==> config.mk <==
export PLATFORM = sky130hd
export DESIGN_NAME = panel_bus_master
export DESIGN_NICKNAME = d
export VERILOG_FILES = /design/src/rtl/panel_bus_master.sv
export SDC_FILE = /design/constraint.sdc
export NUM_CORES = 1
export LEC_CHECK = 0
export ABC_AREA = 0
export BUFFER_PORTS_ARGS = -buffer_cell sky130_fd_sc_hd__buf_2
export CELL_PAD_IN_SITES_DETAIL_PLACEMENT = 1
export CELL_PAD_IN_SITES_GLOBAL_PLACEMENT = 1
export CORE_UTILIZATION = 39
export CTS_CLUSTER_DIAMETER = 30
export DETAILED_ROUTE_END_ITERATION = 8
export GPL_TIMING_DRIVEN = 0
export PLACE_DENSITY = 0.91
export SLEW_MARGIN = 10
export SYNTH_ARGS = -nofsm -noshare
export SYNTH_HDL_FRONTEND = slang
export SYNTH_SLANG_ARGS = --single-unit
==> constraint.sdc <==
create_clock -name clk -period 3.6 [get_ports clk]
set_input_delay 0.36 -clock clk [delete_from_list [all_inputs] [get_ports clk]]
set_output_delay 0.36 -clock clk [all_outputs]
set_load 0.01 [all_outputs]
==> src/rtl/panel_bus_master.sv <==
// Takes over a halted 6502 bus and runs one timed read or write cycle on it.
// Build option PANEL_BUS_READBACK_EN: every write is followed by a verify read of the same address.
module panel_bus_master #(
  parameter int SETUP_CYC  = 3,
  parameter int STROBE_CYC = 12,
  parameter int TURN_CYC   = 2
) (
  input  logic        clk,
  input  logic        rst_n,
  input  logic        req,
  input  logic        we,
  input  logic [15:0] addr,
  input  logic [7:0]  wdata,
  input  logic        cpu_halted,
  output logic        busy,
  output logic        done,
  output logic        abort,
  output logic        err,
  output logic [7:0]  rdata,
  output logic [15:0] bus_A,
  input  logic [7:0]  bus_D_in,
  output logic [7:0]  bus_D_out,
  output logic        bus_D_oe,
  output logic        bus_RW,
  output logic        bus_PHI2,
  output logic        drive_busN
);

  // state         | meaning
  // IDLE          | bus owned by CPU, waiting for req
  // WAIT_GRANT    | request latched, waiting for cpu_halted
  // ACQUIRE       | bus taken, turnaround before driving
  // SETUP         | address/RW (and write data) valid, PHI2 low
  // STROBE        | PHI2 high, read data sampled on last cycle
  // HOLD          | PHI2 low, bus values held for one cycle
  // VERIFY_SETUP  | readback read, address valid, RW=1
  // VERIFY_STROBE | readback read, PHI2 high
  // VERIFY_HOLD   | readback read, hold
  // RELEASE       | drivers off, turnaround before handing bus back
  typedef enum logic [3:0] {
    IDLE,
    WAIT_GRANT,
    ACQUIRE,
    SETUP,
    STROBE,
    HOLD,
    VERIFY_SETUP,
    VERIFY_STROBE,
    VERIFY_HOLD,
    RELEASE
  } state_t;

  localparam int MAX_ST  = (SETUP_CYC > TURN_CYC) ? SETUP_CYC : TURN_CYC;
  localparam int MAX_CYC = (STROBE_CYC > MAX_ST) ? STROBE_CYC : MAX_ST;
  localparam int CW      = $clog2(MAX_CYC + 1);

  localparam logic [CW-1:0] TURN_LD   = CW'(TURN_CYC - 1);
  localparam logic [CW-1:0] SETUP_LD  = CW'(SETUP_CYC - 1);
  localparam logic [CW-1:0] STROBE_LD = CW'(STROBE_CYC - 1);

  state_t        state_q, state_d;
  logic [CW-1:0] cnt_q, cnt_d;
  logic          we_q, we_d;
  logic [15:0]   addr_q, addr_d;
  logic [7:0]    wdata_q, wdata_d;
  logic [7:0]    rdata_q, rdata_d;
  logic          busy_q, busy_d;
  logic          done_q, done_d;
  logic          abort_q, abort_d;
`ifdef PANEL_BUS_READBACK_EN
  logic          err_q, err_d;
`endif

  logic          cnt_tc;
  logic [CW-1:0] cnt_dec;
  logic          in_cycle;
  logic          own_bus;
  logic          wr_phase;

  assign cnt_tc  = (cnt_q == '0);
  assign cnt_dec = cnt_q - CW'(1);

  // States during which losing the grant aborts the cycle.
  assign in_cycle = (state_q == ACQUIRE) || (state_q == SETUP) || (state_q == STROBE) ||
                    (state_q == HOLD) || (state_q == VERIFY_SETUP) ||
                    (state_q == VERIFY_STROBE) || (state_q == VERIFY_HOLD);
  assign own_bus  = in_cycle || (state_q == RELEASE);
  assign wr_phase = we_q && ((state_q == SETUP) || (state_q == STROBE) || (state_q == HOLD));

  always_comb begin
    state_d = state_q;
    cnt_d   = cnt_q;
    we_d    = we_q;
    addr_d  = addr_q;
    wdata_d = wdata_q;
    rdata_d = rdata_q;
    busy_d  = busy_q;
    done_d  = 1'b0;
    abort_d = abort_q;
`ifdef PANEL_BUS_READBACK_EN
    err_d   = err_q;
`endif

    if (in_cycle && !cpu_halted) begin
      state_d = RELEASE;
      cnt_d   = TURN_LD;
      abort_d = 1'b1;
    end else begin
      case (state_q)
        IDLE: begin
          // done_q blocks a req arriving in the completion cycle.
          if (req && !done_q) begin
            we_d    = we;
            addr_d  = addr;
            wdata_d = wdata;
            busy_d  = 1'b1;
            abort_d = 1'b0;
`ifdef PANEL_BUS_READBACK_EN
            err_d   = 1'b0;
`endif
            state_d = WAIT_GRANT;
          end
        end
        WAIT_GRANT: begin
          if (cpu_halted) begin
            state_d = ACQUIRE;
            cnt_d   = TURN_LD;
          end
        end
        ACQUIRE: begin
          if (cnt_tc) begin
            state_d = SETUP;
            cnt_d   = SETUP_LD;
          end else begin
            cnt_d = cnt_dec;
          end
        end
        SETUP: begin
          if (cnt_tc) begin
            state_d = STROBE;
            cnt_d   = STROBE_LD;
          end else begin
            cnt_d = cnt_dec;
          end
        end
        STROBE: begin
          if (cnt_tc) begin
            if (!we_q) begin
              rdata_d = bus_D_in;
            end
            state_d = HOLD;
          end else begin
            cnt_d = cnt_dec;
          end
        end
        HOLD: begin
          state_d = RELEASE;
          cnt_d   = TURN_LD;
`ifdef PANEL_BUS_READBACK_EN
          if (we_q) begin
            state_d = VERIFY_SETUP;
            cnt_d   = SETUP_LD;
          end
`endif
        end
`ifdef PANEL_BUS_READBACK_EN
        VERIFY_SETUP: begin
          if (cnt_tc) begin
            state_d = VERIFY_STROBE;
            cnt_d   = STROBE_LD;
          end else begin
            cnt_d = cnt_dec;
          end
        end
        VERIFY_STROBE: begin
          if (cnt_tc) begin
            rdata_d = bus_D_in;
            err_d   = (bus_D_in != wdata_q);
            state_d = VERIFY_HOLD;
          end else begin
            cnt_d = cnt_dec;
          end
        end
        VERIFY_HOLD: begin
          state_d = RELEASE;
          cnt_d   = TURN_LD;
        end
`endif
        RELEASE: begin
          if (cnt_tc) begin
            state_d = IDLE;
            busy_d  = 1'b0;
            done_d  = 1'b1;
          end else begin
            cnt_d = cnt_dec;
          end
        end
        default: begin
          state_d = IDLE;
          busy_d  = 1'b0;
        end
      endcase
    end
  end

  always_ff @(posedge clk or negedge rst_n) begin
    if (!rst_n) begin
      state_q <= IDLE;
      cnt_q   <= '0;
      we_q    <= 1'b0;
      addr_q  <= '0;
      wdata_q <= '0;
      rdata_q <= '0;
      busy_q  <= 1'b0;
      done_q  <= 1'b0;
      abort_q <= 1'b0;
    end else begin
      state_q <= state_d;
      cnt_q   <= cnt_d;
      we_q    <= we_d;
      addr_q  <= addr_d;
      wdata_q <= wdata_d;
      rdata_q <= rdata_d;
      busy_q  <= busy_d;
      done_q  <= done_d;
      abort_q <= abort_d;
    end
  end

`ifdef PANEL_BUS_READBACK_EN
  always_ff @(posedge clk or negedge rst_n) begin
    if (!rst_n) begin
      err_q <= 1'b0;
    end else begin
      err_q <= err_d;
    end
  end

  assign err = err_q;
`else
  assign err = 1'b0;
`endif

  // Bus pins decode straight from state so reset releases the bus without a clock edge.
  assign drive_busN = ~own_bus;
  assign bus_PHI2   = (state_q == STROBE) || (state_q == VERIFY_STROBE);
  assign bus_D_oe   = wr_phase;
  assign bus_RW     = ~wr_phase;
  assign bus_D_out  = wdata_q;
  assign bus_A      = addr_q;

  assign busy  = busy_q;
  assign done  = done_q;
  assign abort = abort_q;
  assign rdata = rdata_q;

endmodule
== After elaboration in Yosys (flattened, before gate mapping) ==
Index checks and enable logic that the tools add are counted.
W data, S select, Z words.
Word-level totals
  register bits: 44
  bits of input ports: 37
  logic and storage cells: 84
Operators by class
  muxes and demuxes: 23
  bitwise operators: 5
  add/sub/neg operators: 1
  reduce and logical (&&, ||, !) cells: 28
  equality and inequality tests: 18
Operators with widths (count)
  $mux W4: 12
  $pmux W4 S7: 1
  $pmux W4 S5: 1
  $eq A4 B3 Y1 const B: 4
  $ne A3 B2 Y1 const B: 5
  $logic_or A1 B1 Y1: 10
  $eq A4 B2 Y1 const B: 2
  $eq A4 B4 Y1 const B: 2
  $logic_not A4 Y1: 2
  $mux W1: 8
  $reduce_and A4 Y1: 2
  $ne A3 B3 Y1 const B: 2
  $reduce_and A3 Y1: 2
  $reduce_and A6 Y1: 1
  $reduce_bool A6 Y1: 1
  $not A1 Y1: 5
  $reduce_or A5 Y1: 1
  $eq A4 B1 Y1 const B: 1
  $ne A2 B2 Y1 const B: 2
  $reduce_bool A2 Y1: 2
  $sub A4 B1 Y4 const B: 1
  $logic_and A1 B1 Y1: 3
  $pmux W1 S3: 1
  $logic_not A1 Y1: 2
  other kinds (2): 2

== Longest topological paths before layout ==
Gate-level depths: netlist of the first run.
  depth in word-level cells: 10
  gate-level depth with buffers: 7
  depth with buffers taken out: 7

== Least setup slack after synthesis of the first run ==
OpenSTA, ideal clock, no wires.
  path type: register to register
  from: register cnt_q[0]
  to: register rdata_q[0], in the netlist rdata[0]
  required time: 3.475 ns
  arrival: 1.959 ns
  clock period less this slack: 2.084 ns
  cell stages (with the launch flop): 7
  path slack: 1.516 ns
  path through: dfrtp_1 inv_1 ha_1 or3b_4 or4b_4 buf_6 mux2_4
Between the ends
  cells in the longest elaborated chain, start to end: 2
RTL lines
  start: declaration: line 62  | logic [CW-1:0] cnt_q, cnt_d;
  start signal: assignment: line 219  | cnt_q <= cnt_d;
  $logic_not A4 Y1: line 80  | assign cnt_tc = (cnt_q == '0);
  $reduce_and A4 Y1 (no line)
  end signal: assignment: line 223  | rdata_q <= rdata_d;
  end: declaration: line 66  | logic [7:0] rdata_q, rdata_d;
No other way between the ends.
A chain may end at the register's enable or synchronous reset.

== Worst setup path after layout of the first run ==
  from: register cnt_q[0]
  to: register cnt_q[0]
Between the ends
  cells in the longest elaborated chain, start to end: 4
  elaborated cells on any way between the ends: 9
  those cells by class: add/sub (1); eq/ne (1); mux (5); reduce/logical (2)
RTL lines
  $sub A4 B1 Y4 or $logic_not A4 Y1 (tied branches): line 81, 80
  $mux W4, on equally long branches
  $pmux W4 S5: line 109  | case (state_q)
  $mux W4: line 104  | if (in_cycle && !cpu_halted) begin
Parallel ways exist; a longest one is shown, timed or not. The select of a mux whose other input is x is not followed.

==> results.ini, run 1 <==
[grt]
track_usage_pct=20.18
grt.overflow.total=0
first_global_vias=1918
antenna_found_initial=0
grt_pass1_wl_um=9239
grt_start_max_net_pins=45

[setup_path]
path_class=flop to flop
worst_r2r_endpoint=cnt_q[0]
critical_path.endpoint_type=flop
reg2reg_slack_ns=1.14
cp-start-kind=flop
worst-endpoint-arrival_ns=2.66
worstPathMaxFanout=9
required_ns=3.79
reg2reg_depth=7
r2r-start=cnt_q[0]

[clock_tree]
htreeDepth=2
root_buffer=clkbuf_8
clock_latency_ns=0.30
clkTransAtPathRegs_ns=0.08
cts.sinks=44
cts_hold_buf=0
post-cts-setup-buffers=0
tritoncts=built
ctsResizeCount=0
cts_buffers=5
clock_path_buffers=2

[detailed_routing]
wl_per_cell_um=16.42
vias_per_cell=5.243
drcViolationCount=0
vias=1746
drt-total-wl_um=5467
first_iter_violations=34
ant_nets=0
drt-pass1-iter-count=4

[place]
place_ws_ns=1.167
dpl.cell_count=325
routabilityCongestion=0.8499
hpwlAfterDp_um=4057
io_buffers=74

[yosys]
synth.avg_cell_area_um2=11.93
yosysTopAreaCell=dfrtp_1
synth_seq_area_share_pct=50.98
synth_most_common_cell=dfrtp_1
ys_warn_count=0
netlist_area_um2=2160
ys.flop_type=dfrtp_1
yosysTopAreaCellShare_pct=50.98
synth_edf_count=0
synthTopCellsByCount=dfrtp_1, mux2_2, a21oi_1
ys_ff_latch=44
async_flop_share_pct=100.0
syn_nets=220
synth_area_leaders=dfrtp_1, mux2_2, mux2_4
synth.distinct_cells=50
syn_inst=181

[layout]
multi_input_comb_area_um2=968.4
fill_cells=615
regArea_um2=1101
layout-drive-gt1-share_pct=50.57
antenna_cells=0
area_growth_pct=25.67
nets=301
finish.cell_count_without_fillers=333

[floorplanning]
die_height_um=76.42
initial_core_util_pct=41.49
die_w_um=76.42
std_cell_rows=26
core_area_um2=5205
die_area_um2=5839
ios=77

[hold_path]
hp-class=input pin to async pin

[sta]
drv_slew=0
setup_viol=0
skew_ns=0.005145
period_share_pct=68.42
fin_crit_ns=2.463
hold_ws_ns=0.2212
fin_ws_ns=1.137
fmax_mhz=406.0
worstMarginPinSlew_ns=0.9941
setup_tns_ns=0
hold_violations=0
rsz0062_at_grt=no
relSlewSlack_pct=33.73

[power]
p_leak_nw=1.358
peakVddDrop_uv=479.9
total_power_mw=2.207
powerDensity_nw_per_um2=813.3

[flow_run]
cap_violations=0

[status]
outcome=complete, no violations

## sequential cells by signal (all words and copies together) (netlist names), 4 cells and up
signal     cells
cnt_q          4
state_q        4
bus_A         16
bus_D_out      8
rdata          8
## per-layer routing
metal	track usage (%)	vias up	part of all wire (%)
met5	0	-	0
li1	-	813	-
met1	23.91	857	41
met2	35.59	70	50
met4	5.577	0	1.3
met3	5.629	6	7.4
## through the flow
| step | utilization (%) | cell area (um2) |
|---|---|---|
| after floorplan | - | 2160 |
| after detailed placement | 50.29 | 2618 |
| after global placement | 50.29 | 2618 |
| after CTS | 52.14 | 2714 |
| after global routing | 52.14 | 2714 |
| final | 52.14 | 2714 |
## how the worst max path moves through the flow
stage	start	end	slack [ns]	depth (start not counted)
floorplan	cnt_q[0]	rdata[0]	1.52	6
global placement	cnt_q[0]	cnt_q[0]	1.28	7
detailed placement	cnt_q[0]	cnt_q[0]	1.17	7
CTS	state_q[2]	bus_D_oe	1.12	7
global route	state_q[2]	bus_D_oe	1.01	7
finish	cnt_q[0]	cnt_q[0]	1.14	7
## where the power goes
group / internal (mW) / switching [mW]
registers: 0.692 / 0.103
clock network: 0.157 / 0.180
logic: 0.497 / 0.578
## cell type report
class	instances	share of cell area, %
sequential	44	40.57
tap	70	3.227
multi-input combinational	118	35.68
clock inverter	2	0.5071
clock buffer	6	3.043
inverter	6	0.8299
timing repair buffer	74	13.65
buffer	13	2.490
## cells by family after synthesis
| group | share of synthesized area (%) |
|---|---|
| AO/OA/AOI/OAI | 11.59 |
| buffers and inverters | 4.171 |
| flip-flops | 50.99 |
| XOR/XNOR | 0.8113 |
| other | 0.1736 |
| AND/OR/NAND/NOR | 11.99 |
| adder cells (fa/ha/maj) | 1.159 |
| multiplexers | 19.12 |
## placed cells by master, fill, tap and decap left out, types with 2 or more instances in the layout
| cell | n |
|---|---|
| or3b_2 | 2 |
| clkbuf_8 | 6 |
| inv_1 | 6 |
| a32oi_1 | 2 |
| or2_2 | 2 |
| xor2_1 | 2 |
| nor3_1 | 6 |
| o21ai_0 | 7 |
| o31ai_1 | 3 |
| buf_1 | 2 |
| nor2_1 | 8 |
| o22ai_1 | 2 |
| mux2_4 | 8 |
| mux2_2 | 26 |
| nand2_1 | 3 |
| buf_2 | 77 |
| buf_4 | 2 |
| a2bb2oi_1 | 2 |
| nand3b_1 | 2 |
| clkbuf_1 | 5 |
| a21oi_1 | 11 |
| ha_1 | 2 |
| nand2b_1 | 3 |
| dfrtp_1 | 44 |
| a22o_1 | 2 |
## worst max-delay path, cell delays in order (launching register included)
cell,delay (ns)
dfrtp_1,0.40
inv_1,0.13
ha_1,0.18
nor3b_2,0.53
o22ai_1,0.18
a211oi_1,0.28
o22a_1,0.29
mux2_2,0.36
Power figures use the tool's default switching activity.
==> inputs of run 2 (changes only) <==
--- a/config.mk
+++ b/config.mk
@@ -9,11 +9,11 @@
 export BUFFER_PORTS_ARGS = -buffer_cell sky130_fd_sc_hd__buf_2
 export CELL_PAD_IN_SITES_DETAIL_PLACEMENT = 1
 export CELL_PAD_IN_SITES_GLOBAL_PLACEMENT = 1
-export CORE_UTILIZATION = 39
+export CORE_UTILIZATION = 38
 export CTS_CLUSTER_DIAMETER = 30
 export DETAILED_ROUTE_END_ITERATION = 8
 export GPL_TIMING_DRIVEN = 0
-export PLACE_DENSITY = 0.91
+export PLACE_DENSITY = 0.89
 export SLEW_MARGIN = 10
 export SYNTH_ARGS = -nofsm -noshare
 export SYNTH_HDL_FRONTEND = slang
==> constraint.sdc (replaced) <==
create_clock -name clk -period 2.3 [get_ports clk]
set_input_delay 0.23 -clock clk [delete_from_list [all_inputs] [get_ports clk]]
set_output_delay 0.23 -clock clk [all_outputs]
set_load 0.01 [all_outputs]
==> run 2 against run 1 <==
Against the previous run: first-iteration DRC count grew 140%; non-clock buffer count grew 2; clock power grew 39%; critical endpoint is now rdata[5].
==> results.ini, run 2 (same netlist as run 1, synthesis figures left out) <==
[setup_path]
cp-start-kind=flop
path_class=flop to flop
worstPathMaxFanout=8  ; -1
cp_slowest_cell=or4b_4
worstPathCellList=inv_1 -> ha_1 -> or3b_4 -> or4b_4 -> buf_6 -> mux2_4
critical_path.endpoint_type=flop
worst-endpoint-arrival_ns=2.40  ; -0.26 ns
critPathTopFamily=simple AND/OR/NAND/NOR gates
max_stage_delay_ns=0.53  ; about the same
critical_path_buf_inv_count=2  ; +1
required_ns=2.49  ; -1.30 ns

[clock_tree]
cts_hold_buf=0  ; unchanged
clock_latency_ns=0.29  ; about the same
root_buffer=clkbuf_8
cts.sinks=44  ; unchanged
tritoncts=built
clkTransAtPathRegs_ns=0.09  ; about the same
htreeDepth=2  ; unchanged
cts_buffers=5  ; unchanged
clock_path_buffers=2  ; unchanged

[power]
p_leak_nw=1.360  ; +0.18%
powerDensity_nw_per_um2=1269  ; +56%
peakVddDrop_uv=638.8  ; +33%
total_power_mw=3.462  ; +57%

[detailed_routing]
drt-total-wl_um=5501  ; +0.62%
drcViolationCount=0  ; unchanged
first_iter_violations=81  ; +140%
vias_per_cell=5.211  ; -0.61%
vias=1751  ; +0.29%
drt-pass1-iter-count=4  ; unchanged
ant_nets=0  ; unchanged
wl_per_cell_um=16.37  ; -0.28%

[place]
dpl.cell_count=327  ; +0.62%
io_buffers=74  ; unchanged
hpwlAfterDp_um=4235  ; +4.4%
routabilityCongestion=0.8571  ; +0.85%
place_ws_ns=-0.04572  ; -1.213 ns

[status]
outcome=complete, no violations

[sta]
drv_slew=0  ; unchanged
setup_viol=0  ; unchanged
period_share_pct=96.25  ; +28 points
fin_ws_ns=0.08634  ; -1.051 ns
worstMarginPinSlew_ns=0.9813  ; -0.01284 ns
hold_ws_ns=0.08973  ; -0.1315 ns
fin_crit_ns=2.214  ; -0.2494 ns
skew_ns=0.009962  ; +0.004817 ns
fmax_mhz=451.7  ; +11%
rsz0062_at_grt=no
hold_violations=0  ; unchanged
relSlewSlack_pct=34.58  ; +0.86 points

[layout]
nets=303  ; +0.66%
postLayoutCoreUtil_pct=49.53  ; -2.6 points
antenna_cells=0  ; unchanged
layout_commonest_cell=buf_2
largest_reg_flops=16  ; unchanged
final_cell_mix=buf_2, dfrtp_1, mux2_2
regArea_um2=1101  ; unchanged
multi_input_comb_area_um2=974.7  ; +0.65%
area_growth_pct=26.30
fill_cells=619  ; +0.65%
finish.cell_count_without_fillers=336  ; +0.90%
layout-drive-gt1-share_pct=51.89  ; +1.3 points

[floorplanning]
die_w_um=77.39  ; +1.3%
ios=77  ; unchanged
core_area_um2=5507  ; +5.8%
die_height_um=77.39  ; +1.3%
die_area_um2=5988  ; +2.6%
std_cell_rows=27  ; +3.8%
initial_core_util_pct=39.22  ; -2.3 points

[grt]
first_global_vias=1918  ; unchanged
grt.overflow.total=0  ; unchanged
track_usage_pct=19.36  ; -0.82 points
antenna_found_initial=0  ; unchanged
grt_pass1_wl_um=9101  ; -1.5%
grt_start_max_net_pins=45  ; unchanged

[flow_run]
cap_violations=0  ; unchanged

[hold_path]
hp-class=input pin to async pin

## run 2: timing repair
action                     4_1_cts  5_1_grt
buffers inserted                 0        3
gates cloned                     0        0
gates resized for setup          1        3
setup endpoints to repair        3       10
## run 2: final timing paths
path,endpoint,startpoint,cells after the start,slack (ns)
max in group asynchronous,bus_D_out[7],rst_n,1,1.60
min reg2reg,bus_A[8],bus_A[8],1,0.50
min,state_q[3],rst_n,1,0.09
max reg2reg,rdata[5],cnt_q[1],6,0.09
max,rdata[5],cnt_q[1],6,0.09
min in group clk,rdata[3],bus_D_in[3],2,0.16
## run 2: power breakdown
| group | switching [mW] | internal [mW] | leakage (nW) |
|---|---|---|---|
| clock | 0.263 | 0.206 | 0.0400 |
| combinational | 0.917 | 0.826 | 0.775 |
| sequential | 0.167 | 1.08 | 0.545 |
## run 2: per-layer routing
layer	track usage [%]	wire, um	part of all wire (%)	up-vias
met2	34.96	2928	53	48
met1	23.02	2321	42	889
li1	-	-	-	809
met3	3.529	200	3.6	5
met5	0	0	0	-
met4	6.415	51	0.93	0
## run 2: final cells by class
class	instances	share of cell area [%]
flip-flops and latches	44	40.37
multi-input cells	118	35.73
repair buffers	77	14.40
well taps	72	3.303
clock buffers	5	2.523
plain buffers	12	2.385
inverters	6	0.8257
clock inverters	2	0.4587
## run 2: worst reg2reg max path: cells and delay by family, from the launching register on
| family | cells | cell delay [ns] |
|---|---|---|
| AND/OR/NAND/NOR | 2 | 0.96 |
| flip-flops | 1 | 0.41 |
| multiplexers | 1 | 0.30 |
| buffers and inverters | 2 | 0.27 |
| adder cells (fa/ha/maj) | 1 | 0.17 |
## run 2: stage by stage
stage	area (um2)	setup TNS (ns)
4_1_cts	2704	0
2_1_floorplan	2160	0
3_3_place_gp	2620	0
5_1_grt	2728	0
3_5_place_dp	2620	-0.04572
6_report	2728	0
==> inputs of run 3 (changes only) <==
--- a/config.mk
+++ b/config.mk
@@ -5,11 +5,11 @@
 export SDC_FILE = /design/constraint.sdc
 export NUM_CORES = 1
 export LEC_CHECK = 0
-export ABC_AREA = 0
+export ABC_AREA = 1
 export BUFFER_PORTS_ARGS = -buffer_cell sky130_fd_sc_hd__buf_2
 export CELL_PAD_IN_SITES_DETAIL_PLACEMENT = 1
 export CELL_PAD_IN_SITES_GLOBAL_PLACEMENT = 1
-export CORE_UTILIZATION = 38
+export CORE_UTILIZATION = 35
 export CTS_CLUSTER_DIAMETER = 30
 export DETAILED_ROUTE_END_ITERATION = 8
 export GPL_TIMING_DRIVEN = 0
==> run 3 against run 2 <==
Against the previous run: sequential cell count unchanged; design area up 2.0%; combinational power up 17%; critical path depth up 2; die area up 9.6%; largest cell class unchanged; highest routed layer unchanged.
==> results.ini, run 3 <==
[setup_path]
critical_path.endpoint_type=flop
required_ns=2.49  ; about the same
reg2reg_slack_ns=0.44  ; +0.35 ns
worstPathMaxFanout=10  ; +2
worst_r2r_endpoint=rdata[7]
worst-endpoint-arrival_ns=2.05  ; -0.35 ns
r2r-start=cnt_q[0]
critPathLaunch=cnt_q[0]
endpoint=rdata[7]
cp-start-kind=flop
path_class=flop to flop
reg2reg_depth=8  ; +2

[floorplanning]
die_w_um=81.01  ; +4.7%
std_cell_rows=28  ; +3.7%
initial_core_util_pct=36.68  ; -2.5 points
core_area_um2=5956  ; +8.2%
die_height_um=81.01  ; +4.7%
die_area_um2=6562  ; +9.6%
ios=77  ; unchanged

[yosys]
synth_edf_count=0  ; unchanged
ys.flop_type=dfrtp_1
ys_ff_latch=44  ; unchanged
synth_seq_area_share_pct=50.40  ; -0.58 points
synthTopCellsByCount=nand2_1, dfrtp_1, nand3_1
synth.avg_cell_area_um2=7.802  ; -35%
synth_area_leaders=dfrtp_1, nand2_1, nand3_1
async_flop_share_pct=100.0  ; unchanged
syn_nets=319  ; +45%
yosysTopAreaCellShare_pct=50.40  ; -0.58 points
netlist_area_um2=2185  ; +1.2%
yosysTopAreaCell=dfrtp_1
syn_inst=280  ; +55%
ys_warn_count=0  ; unchanged
synth_most_common_cell=nand2_1
synth.distinct_cells=24  ; -52%

[clock_tree]
clkTransAtPathRegs_ns=0.09  ; about the same
clock_latency_ns=0.30  ; about the same
cts_hold_buf=0  ; unchanged
cts.sinks=44  ; unchanged
clock_path_buffers=2  ; unchanged
htreeDepth=2  ; unchanged
root_buffer=clkbuf_8
post-cts-setup-buffers=0  ; unchanged
tritoncts=built
cts_buffers=5  ; unchanged
ctsResizeCount=0  ; -1

[grt]
met1_usage_pct=23.40  ; +0.38 points
use_met3_pct=4.607  ; +1.1 points
top_usage_layer=met2
track_usage_pct=19.49  ; +0.13 points
grt_pass1_wl_um=9749  ; +7.1%
first_global_vias=2127  ; +11%
grt.overflow.total=0  ; unchanged
grt_start_max_net_pins=45  ; unchanged
use_met2_pct=33.95  ; -1.0 points
antenna_found_initial=0  ; unchanged

[sta]
hold_violations=0  ; unchanged
setup_viol=0  ; unchanged
relSlewSlack_pct=33.95  ; -0.64 points
fin_crit_ns=1.860  ; -0.3536 ns
skew_ns=0.005330  ; -0.004632 ns
fmax_mhz=537.6  ; +19%
drv_slew=0  ; unchanged
setup_tns_ns=0  ; unchanged
rsz0062_at_grt=no
period_share_pct=80.87  ; -15 points
worstMarginPinSlew_ns=0.9908  ; +0.009530 ns
hold_ws_ns=0.09034  ; +0.0006037 ns

[detailed_routing]
drt-total-wl_um=6001  ; +9.1%
drcViolationCount=0  ; unchanged
vias_per_cell=4.831  ; -7.3%
first_iter_violations=59  ; -27%
wl_per_cell_um=13.73  ; -16%
ant_nets=0  ; unchanged
drt-pass1-iter-count=4  ; unchanged
vias=2111  ; +21%

[place]
hpwlAfterDp_um=4395  ; +3.8%
io_buffers=75  ; +1.4%
routabilityCongestion=0.8299  ; -3.2%

[layout]
antenna_cells=0  ; unchanged
largest_reg_flops=16  ; unchanged
area_growth_pct=27.38
final_cell_mix=nand2_1, buf_2, dfrtp_1
postLayoutCoreUtil_pct=46.72  ; -2.8 points
layout_commonest_cell=nand2_1
nets=401  ; +32%
layout-drive-gt1-share_pct=30.39  ; -22 points

[power]
powerDensity_nw_per_um2=1470  ; +16%
peakVddDrop_uv=617.5  ; -3.3%
p_leak_nw=1.679  ; +23%

[flow_run]
cap_violations=0  ; unchanged

[status]
outcome=complete, no violations

[hold_path]
hp-class=input pin to async pin

## run 3: changes by cell type in the layout (fill, tap and decap cells not counted), moves of 7 or more
cell     change
inv_1        +7
nand2_1    +137
nand3_1     +24
mux2_4       -8
mux2_2      -26
a21oi_1     -10
## run 3: stage by stage
stage | power (mW) | area (um2) | cells | worst slack (ns)
floorplan | 2.688 | 2185 | 280 | 0.8106
detailed placement | 3.402 | 2654 | 430 | 0.4871
finish | 4.089 | 2783 | 437 | 0.4399
global route | 4.431 | 2783 | 437 | 0.3264
CTS | 4.124 | 2783 | 437 | 0.4290
global placement | 3.298 | 2654 | 430 | 0.5536
## run 3: worst min path at each step
| stage | startpoint | endpoint | slack [ns] |
|---|---|---|---|
| CTS | wdata[6] | bus_D_out[6] | 0.12 |
| detailed placement | wdata[6] | bus_D_out[6] | 0.44 |
| global placement | addr[6] | bus_A[6] | 0.43 |
| finish | rst_n | cnt_q[3] | 0.09 |
| floorplan | rst_n | abort | -0.07 |
| global route | addr[12] | bus_A[12] | 0.13 |
## run 3: cell type report
type	count	area [um2]
Clock inverter	2	60.06
Sequential cell	44	1101
Multi-Input combinational cell	210	954.7
Buffer	9	65.06
Timing Repair Buffer	75	375.4
Fill cell	780	3173
Inverter	17	63.81
Tap cell	75	93.84
Clock buffer	5	68.82
## run 3: critical path, cell delays in order, from the launching register on
cell and delay (ns):
dfrtp_1 0.39, inv_1 0.15, ha_1 0.17, nand2_1 0.08
buf_2 0.21, nor3_4 0.41, nand2_4 0.15, nand2_1 0.12
nand2_1 0.06
## run 3: cells by family (layout without fill, tap and decap cells)
family | count (synthesis) | after routing | synth area share [%]
other cells | 1 | 1 | 0.1717
xor+xnor | 1 | 1 | 0.4010
simple gates | 198 | 198 | 39.92
buf+inv | 26 | 108 | 5.899
flops | 44 | 44 | 50.40
compound gates | 8 | 8 | 2.062
fa+ha+maj | 2 | 2 | 1.145
## run 3: power breakdown
part / internal [mW] / switching, mW
sequential: 1.13 / 0.221
combinational: 0.726 / 1.31
clock: 0.428 / 0.278
total: 2.28 / 1.81
## run 3: per-layer routing
layer | vias up | part of all wire [%]
met2 | 54 | 51
met4 | 0 | 2.2
met3 | 10 | 5.2
met5 | - | 0
met1 | 1020 | 42
li1 | 1027 | -
